<file path="src/rtl/stream_mux_if.sv">
// rtl/stream_mux_if.sv - stream bundle between N producers, the mux and one consumer
interface stream_mux_if #(
    parameter int DATA_WIDTH = 32,
    parameter int NUM_CH     = 8
);
    localparam int SEL_W = $clog2(NUM_CH);

    logic [NUM_CH*DATA_WIDTH-1:0] ch_data_i;
    logic [NUM_CH-1:0]            ch_valid_i;
    logic [NUM_CH-1:0]            ch_last_i;
    logic [NUM_CH-1:0]            ch_ready_o;
    logic [DATA_WIDTH-1:0]        out_data_o;
    logic                         out_valid_o;
    logic                         out_last_o;
    logic [SEL_W-1:0]             out_chan_o;
    logic                         out_ready_i;

    // master is the mux itself; slave is the producer/consumer side
    modport master (
        input  ch_data_i, ch_valid_i, ch_last_i, out_ready_i,
        output ch_ready_o, out_data_o, out_valid_o, out_last_o, out_chan_o
    );

    modport slave (
        output ch_data_i, ch_valid_i, ch_last_i, out_ready_i,
        input  ch_ready_o, out_data_o, out_valid_o, out_last_o, out_chan_o
    );
endinterface

</file>
<file path="src/rtl/stream_mux.sv">
// rtl/stream_mux.sv - N-channel packet-locked stream mux, manual or round-robin
module stream_mux #(
    parameter int  DATA_WIDTH = 32,
    parameter int  NUM_CH     = 8,
    localparam int SEL_W      = $clog2(NUM_CH)
) (
    input  logic             clk_i,
    input  logic             arstn_i,
    input  logic             mode_i,
    input  logic [SEL_W-1:0] selector_i,
    output logic             busy_o,
    stream_mux_if.master     bus
);
    typedef enum logic {IDLE, LOCKED} state_t;

    state_t           state;
    logic [SEL_W-1:0] sel_q;
    logic [SEL_W-1:0] rr_ptr;
    logic [SEL_W-1:0] grant;
    logic [SEL_W-1:0] grant_next;
    logic [SEL_W-1:0] rr_pick;
    logic [SEL_W-1:0] idx;
    logic             mode_q;
    logic             rr_found;
    logic             sel_ok;
    logic             accept;

    assign sel_ok     = (int'(sel_q) < NUM_CH) && bus.ch_valid_i[sel_q];
    assign grant_next = (int'(grant) == NUM_CH - 1) ? '0 : grant + 1'b1;
    assign busy_o     = (state == LOCKED);

    // Walk downward so the channel closest to rr_ptr is the last one written
    always_comb begin
        rr_found = 1'b0;
        rr_pick  = '0;
        idx      = '0;
        for (int i = NUM_CH - 1; i >= 0; i--) begin
            idx = SEL_W'((int'(rr_ptr) + i) % NUM_CH);
            if (bus.ch_valid_i[idx]) begin
                rr_found = 1'b1;
                rr_pick  = idx;
            end
        end
    end

    always_comb begin
        bus.ch_ready_o = '0;
        if (state == LOCKED)
            bus.ch_ready_o[grant] = !bus.out_valid_o || bus.out_ready_i;
    end

    assign accept = (state == LOCKED) && bus.ch_valid_i[grant] && bus.ch_ready_o[grant];

    always_ff @(posedge clk_i) begin
        if (!arstn_i) begin
            state           <= IDLE;
            sel_q           <= '0;
            rr_ptr          <= '0;
            grant           <= '0;
            mode_q          <= 1'b0;
            bus.out_data_o  <= '0;
            bus.out_valid_o <= 1'b0;
            bus.out_last_o  <= 1'b0;
            bus.out_chan_o  <= '0;
        end else begin
            sel_q <= selector_i;

            if (accept) begin
                bus.out_data_o  <= bus.ch_data_i[int'(grant)*DATA_WIDTH +: DATA_WIDTH];
                bus.out_last_o  <= bus.ch_last_i[grant];
                bus.out_chan_o  <= grant;
                bus.out_valid_o <= 1'b1;
                if (bus.ch_last_i[grant]) begin
                    state <= IDLE;
                    if (mode_q)
                        rr_ptr <= grant_next;
                end
            end else if (bus.out_ready_i) begin
                bus.out_valid_o <= 1'b0;
            end

            // mode is latched at grant so a mid-packet change cannot alter the pointer update
            if (state == IDLE) begin
                if (!mode_i && sel_ok) begin
                    grant  <= sel_q;
                    mode_q <= 1'b0;
                    state  <= LOCKED;
                end else if (mode_i && rr_found) begin
                    grant  <= rr_pick;
                    mode_q <= 1'b1;
                    state  <= LOCKED;
                end
            end
        end
    end
endmodule

</file>
<file path="src/flat_wrapper.sv">
// flat-port wrapper written by rule: the top's interface ports become plain ports
module stream_mux_flat 
#(
    parameter int  DATA_WIDTH = 32,
    parameter int  NUM_CH     = 8,
    localparam int SEL_W      = $clog2(NUM_CH)
)
  (clk_i, arstn_i, mode_i, selector_i, busy_o, bus_ch_data_i, bus_ch_valid_i, bus_ch_last_i, bus_out_ready_i, bus_ch_ready_o, bus_out_data_o, bus_out_valid_o, bus_out_last_o, bus_out_chan_o);
  stream_mux_if #(.DATA_WIDTH(DATA_WIDTH), .NUM_CH(NUM_CH)) bus_i ();
  input  logic clk_i;
  input  logic arstn_i;
  input  logic mode_i;
  input  logic [SEL_W-1:0] selector_i;
  output logic busy_o;
  input wire logic [$bits(bus_i.ch_data_i)-1:0] bus_ch_data_i;
  input wire logic [$bits(bus_i.ch_valid_i)-1:0] bus_ch_valid_i;
  input wire logic [$bits(bus_i.ch_last_i)-1:0] bus_ch_last_i;
  input wire logic [$bits(bus_i.out_ready_i)-1:0] bus_out_ready_i;
  output wire logic [$bits(bus_i.ch_ready_o)-1:0] bus_ch_ready_o;
  output wire logic [$bits(bus_i.out_data_o)-1:0] bus_out_data_o;
  output wire logic [$bits(bus_i.out_valid_o)-1:0] bus_out_valid_o;
  output wire logic [$bits(bus_i.out_last_o)-1:0] bus_out_last_o;
  output wire logic [$bits(bus_i.out_chan_o)-1:0] bus_out_chan_o;
  assign bus_i.ch_data_i = bus_ch_data_i;
  assign bus_i.ch_valid_i = bus_ch_valid_i;
  assign bus_i.ch_last_i = bus_ch_last_i;
  assign bus_i.out_ready_i = bus_out_ready_i;
  assign bus_ch_ready_o = bus_i.ch_ready_o;
  assign bus_out_data_o = bus_i.out_data_o;
  assign bus_out_valid_o = bus_i.out_valid_o;
  assign bus_out_last_o = bus_i.out_last_o;
  assign bus_out_chan_o = bus_i.out_chan_o;
  stream_mux #(.DATA_WIDTH(DATA_WIDTH), .NUM_CH(NUM_CH)) u_core (.clk_i(clk_i), .arstn_i(arstn_i), .mode_i(mode_i), .selector_i(selector_i), .busy_o(busy_o), .bus(bus_i));
endmodule
</file>
<file path="config.mk">
export PLATFORM = sky130hd
export DESIGN_NAME = stream_mux_flat
export DESIGN_NICKNAME = d
export VERILOG_FILES = /design/src/rtl/stream_mux_if.sv /design/src/rtl/stream_mux.sv /design/src/flat_wrapper.sv
export SDC_FILE = /design/constraint.sdc
export NUM_CORES = 1
export LEC_CHECK = 0
export CORE_AREA = 2 2 126 128
export CTS_CLUSTER_DIAMETER = 60
export CTS_CLUSTER_SIZE = 20
export DETAILED_ROUTE_END_ITERATION = 8
export DIE_AREA = 0 0 128 130
export PLACE_DENSITY = 0.79
export SLEW_MARGIN = 40
export SYNTH_ARGS = -nofsm -noshare
export SYNTH_HDL_FRONTEND = slang
export SYNTH_SLANG_ARGS = --single-unit
</file>
<file path="constraint.sdc">
create_clock -name clk_i -period 2.86 [get_ports clk_i]
set_input_delay 0.429 -clock clk_i [delete_from_list [all_inputs] [get_ports clk_i]]
set_output_delay 0.429 -clock clk_i [all_outputs]
set_load 0.01 [all_outputs]
</file>
After elaboration in Yosys (flattened, before gate mapping)
Cells that the tools add are included.

cells by class
  $mul = 0
  div/mod/pow operators = 0
  multiplexer cells = 55
  bitwise gates (word level) = 2
  reductions and logical operators = 12
  $lt $le $gt $ge = 11
  equality and inequality tests = 1
  shift-type cells = 1
  add/sub/neg operators = 8

operators with widths
  cell                   count
  $shiftx A256 B9 Y32    1
  $lt A3 B4 Y1 const B   10
  $bmux W1 S3            12
  $mux W3                11
  $mux W1                30
  $add A3 B3 Y3 const B  4
  $and A8 B8 Y8          1
  $mux W8                1
  $add A3 B1 Y3 const B  2
  $add A3 B2 Y3 const B  2
  $logic_and A1 B1 Y1    5
  $reduce_bool A2 Y1     2
  $demux W1 S3           1
  $eq A3 B1 Y1 const B   1
  $ge A3 B1 Y1 const B   1
  $reduce_and A3 Y1      1
  $logic_not A1 Y1       2
  $reduce_and A2 Y1      1
  $logic_or A1 B1 Y1     1
  $not A1 Y1             1

storage, ports and cells
  bits in read-only memories = 0
  bits in latches = 0
  memory bits (writable) = 0
  register bits after elaboration = 48
  memories kept = 0
  output and inout port bits = 46

Depth between registers and ports, before layout
  depth in word-level cells = 15
  gate-level depth with buffers = 11
  mapped depth without buffers = 8

Worst setup path after synthesis
No wires, ideal clock.

  kind = register to register
  from = register u_core.rr_ptr[0]
  to = register u_core.grant[2]
  library setup time = 0.086 ns
  setup slack = 0.091 ns
  path buffers = 3
  arrival = 2.682 ns
  cell stages (with the launch flop) = 12
  cells stage by stage = dfxtp_1 -> buf_6 -> buf_2 -> inv_1 -> ha_1 -> buf_2 -> mux4_2 -> nor4_4 -> a31oi_1 -> o21ai_4 -> and3b_1 -> a221oi_2

between the ends
  cells in the longest elaborated chain, start to end = 14
  elaborated cells between the ends (all ways) = 44
  classes of those cells = add/sub: 7; mux: 34; reduce/logical: 3

ends and longest elaborated chain
  what                                 RTL line          text
  start, declared                      stream_mux.sv:18  logic [SEL_W-1:0] rr_ptr;
  start signal, assigned               stream_mux.sv:76  rr_ptr <= grant_next;
  $add A3 B3 Y3                        stream_mux.sv:38  idx = SEL_W'((int'(rr_ptr) + i) % NUM_CH);
  $bmux W1 S3                          stream_mux.sv:39  if (bus.ch_valid_i[idx]) begin
  $mux W1 (implied by the code)        stream_mux.sv:39
  $mux W1 (8 in a row)                 stream_mux.sv:39
  $logic_and A1 B1 Y1                  stream_mux.sv:88  end else if (mode_i && rr_found) begin
  $reduce_bool A2 Y1 (no source line)  --
  $reduce_and A2 Y1 (no source line)   --
  end signal, assigned                 stream_mux.sv:85  grant <= sel_q;
  end signal, assigned                 stream_mux.sv:89  grant <= rr_pick;
  end, declared                        stream_mux.sv:19  logic [SEL_W-1:0] grant;

Parallel ways exist; a longest one is shown, timed or not. The select of a mux whose other input is x is not followed.
A chain may end at the register's enable or synchronous reset.

Final worst setup path
Ends and elaborated chain as after synthesis.

==> out/results.ini <==
[clock_tree]
clk_latency_ns = 0.29
ctsHtreeMaxLevel = 2
cts_tree = done
cts.path.max_buffers = 2
cts_buffers = 5
clock_sinks = 48
ctsHoldBuffers = 0
clkTransAtPathRegs_ns = 0.07
clockRootBuffer = clkbuf_16

[placement]
hpwl_mm = 16.1
gp_congestion = 0.919
place.port_buffers = 324
dp_cells = 895

[power_and_ir_drop]
sw_frac_of_total_pct = 30.8
switchingPower_uw = 857
power.density_mw_per_mm2 = 339
pwr-share-clk_pct = 22.0
p_int_uw = 1920
ir_drop_mv = 0.215
pwr-share-comb_pct = 48.4
seqPwrFrac_pct = 29.6
p_leak_uw = 0.00272

[min_path]
min_path_cells = 2
hp-class = reg -> reg
whs_endpoint = u_core.bus.out_last_o
min_from = u_core.bus.out_last_o

[global_routing]
antenna_found_initial = 0
grt_overflow_total = 0
grt_pass1_wl_mm = 27.5
grt_max_degree = 69
grt_pass1_vias = 4930
grt.total_usage_pct = 21.7

[worst_setup_path]
slowest_stage = ha_2
end_kind = flip-flop
crit_chain = inv_1 > ha_2 > mux4_2 > nor4_4 > a31oi_1 > o21ai_4 > and3b_1 > a221oi_2
required_ns = 3.05
path_class = reg -> reg
startpoint = u_core.rr_ptr[0]
worstPathMaxFanout = 12
crit_arrival_ns = 2.84
max_stage_delay_ns = 0.51
r2r_start = u_core.rr_ptr[0]
r2r_setup_slack_ns = 0.21
r2r_cells = 8
start_kind = flip-flop
r2r-end = u_core.grant[2]

[status]
status = finished clean

[timing]
worst_pin_slew_ns = 0.640
hold_viol = 0
final_max_slew_viol_count = 0
finalClockSkew_ns = 0.00528
tns_ns = 0
period_needed_ns = 2.65
fmax_mhz = 378
max-slew-margin-rel_pct = 57.1
rsz0062_at_grt = no
final-setup-viol-count = 0
whs_ns = 0.460
period_share_pct = 92.6

[yosys]
yosysWarnings = 0
synth_seq_cells = 48
synth_edf_count = 0
ys.flop_type = dfxtp_1
yosysSeqAreaShare_pct = 21.2
synth_area_per_cell_sq_um = 11.3
synth_fa_ha_area_share_pct = 1.11
synth_nets = 682
synth.area.mux_share_pct = 51.4
synth_top_family_by_area = multiplexers
synth-xor-area-share_pct = 0.580
ys_types = 50
synth.cell_area_sq_mm = 0.00453
ys_async_sr_fraction_pct = 0
synth_simple_gate_area_share_pct = 9.04
synth_compound_area_share_pct = 11.9
postSynthCellCount = 399

[die]
coreArea_sq_mm = 0.0154
rows = 46
initial_core_util_pct = 29.3
ioPinCount = 325
die_w_um = 128
dieArea_sq_mm = 0.0166
chipHeight_um = 130

[finish]
syn_to_final_growth_pct = 81.2
final_cell_mix = 324 x clkdlybuf4s50_1, 79 x mux4_2, 51 x nor2_1
finalNetCount = 993
layout_commonest_cell = clkdlybuf4s50_1
num_antenna_cells = 0
stdcell_count = 903
drive_gt1_share_pct = 17.0

[detailed_routing]
drc = 0
antenna_left = 0
routedWlPerCell_um = 21.2
routed_wl_mm = 19.1
via_per_inst = 5.33
dr.pass1.iters = 4
vias = 4817
first_iter_violations = 270

[run]
cap_violations = 0

[cell usage after synthesis, drive strengths merged (4+ instances only)]
cell type	number	share of area (%)
nand3	5	0.55
nand2	14	1.2
a21oi	13	1.4
mux4	81	40
ha	4	1.1
mux2i	44	9.7
buf	23	2.4
o21ai	7	1.0
mux2	5	1.2
dfxtp	48	21
clkbuf	15	1.2
nor2	51	4.2
inv	13	1.1
a211oi	35	5.8
[cell families after synthesis]
logic type | count (synthesis)
AOI/OAI and AO/OA | 74
xor gates and xnor gates | 3
adders and majority gates | 4
buffers and inverters | 51
DFF | 48
muxes | 130
and+or+nand+nor | 89
[layout make-up]
type / instances / area, sq um
fill: 1323 / 7220
timing repair buffer: 342 / 3430
multi-input combinational: 300 / 3370
sequential: 48 / 970
tap: 192 / 240
clock buffer: 5 / 125
inverter: 13 / 48.8
clock inverter: 3 / 25.0
[stage by stage]
stage               power (uW)  cell area, sq um  util, %  setup slack, ns
floorplan                 1470              4530        -           0.0912
global placement          2170              8050     52.2            0.108
detailed placement        2200              8050     52.2          0.00228
CTS                       2820              8200     53.2           0.0955
global route              2940              8200     53.2          0.00376
finish                    2780              8200     53.2            0.212
[power groups by stage]
stage / sequential [uW] / clock, uW / combinational [uW]
final: 822 / 613 / 1340
after global routing: 834 / 669 / 1440
after CTS: 825 / 633 / 1360
after detailed placement: 841 / 0 / 1360
after global placement: 833 / 0 / 1340
after floorplan: 821 / 0 / 650
[state kept, by name, summed over array words and instances, names as in the netlist]
name / count
u_core.busy_o: 1
u_core.rr_ptr: 3
u_core.bus.out_chan_o: 3
u_core.bus.out_valid_o: 1
u_core.bus.out_last_o: 1
u_core.mode_q: 1
u_core.bus.out_data_o: 32
u_core.sel_q: 3
u_core.grant: 3
[worst max-delay path by stage]
stage                      end  slack [ns]  depth (start not counted)
2_1_floorplan  u_core.grant[2]        0.09                         11
3_3_place_gp   u_core.grant[2]        0.11                          7
3_5_place_dp   u_core.grant[2]       0.002                          7
4_1_cts        u_core.grant[2]         0.1                          8
5_1_grt        u_core.grant[2]       0.004                          8
6_report       u_core.grant[2]        0.21                          8
[routing by layer]
layer / vias up / GRT usage (%) / wire, um / share of wire, %
met1: 2313 / 27.4 / 7560 / 40
met4: 0 / 4.52 / 225 / 1.2
met2: 244 / 40.1 / 10200 / 53
li1: 2244 / - / - / -
met3: 16 / 2.75 / 1150 / 6.0
met5: - / 0 / 0 / 0
[repair_timing]
action,CTS,global route
setup endpoints to repair,0,1
buffers inserted,0,0
resized for setup,0,1
[worst max-delay path, delay by kind of cell (launching register included)]
| family | cells | cell delay [ns] |
|---|---|---|
| AO/OA/AOI/OAI | 3 | 0.61 |
| adder cells (fa/ha/maj) | 1 | 0.51 |
| buffers and inverters | 1 | 0.08 |
| flip-flops | 1 | 0.33 |
| multiplexers | 1 | 0.45 |
| AND/OR/NAND/NOR | 2 | 0.55 |
No activity file was read; power rests on OpenSTA's default activity.
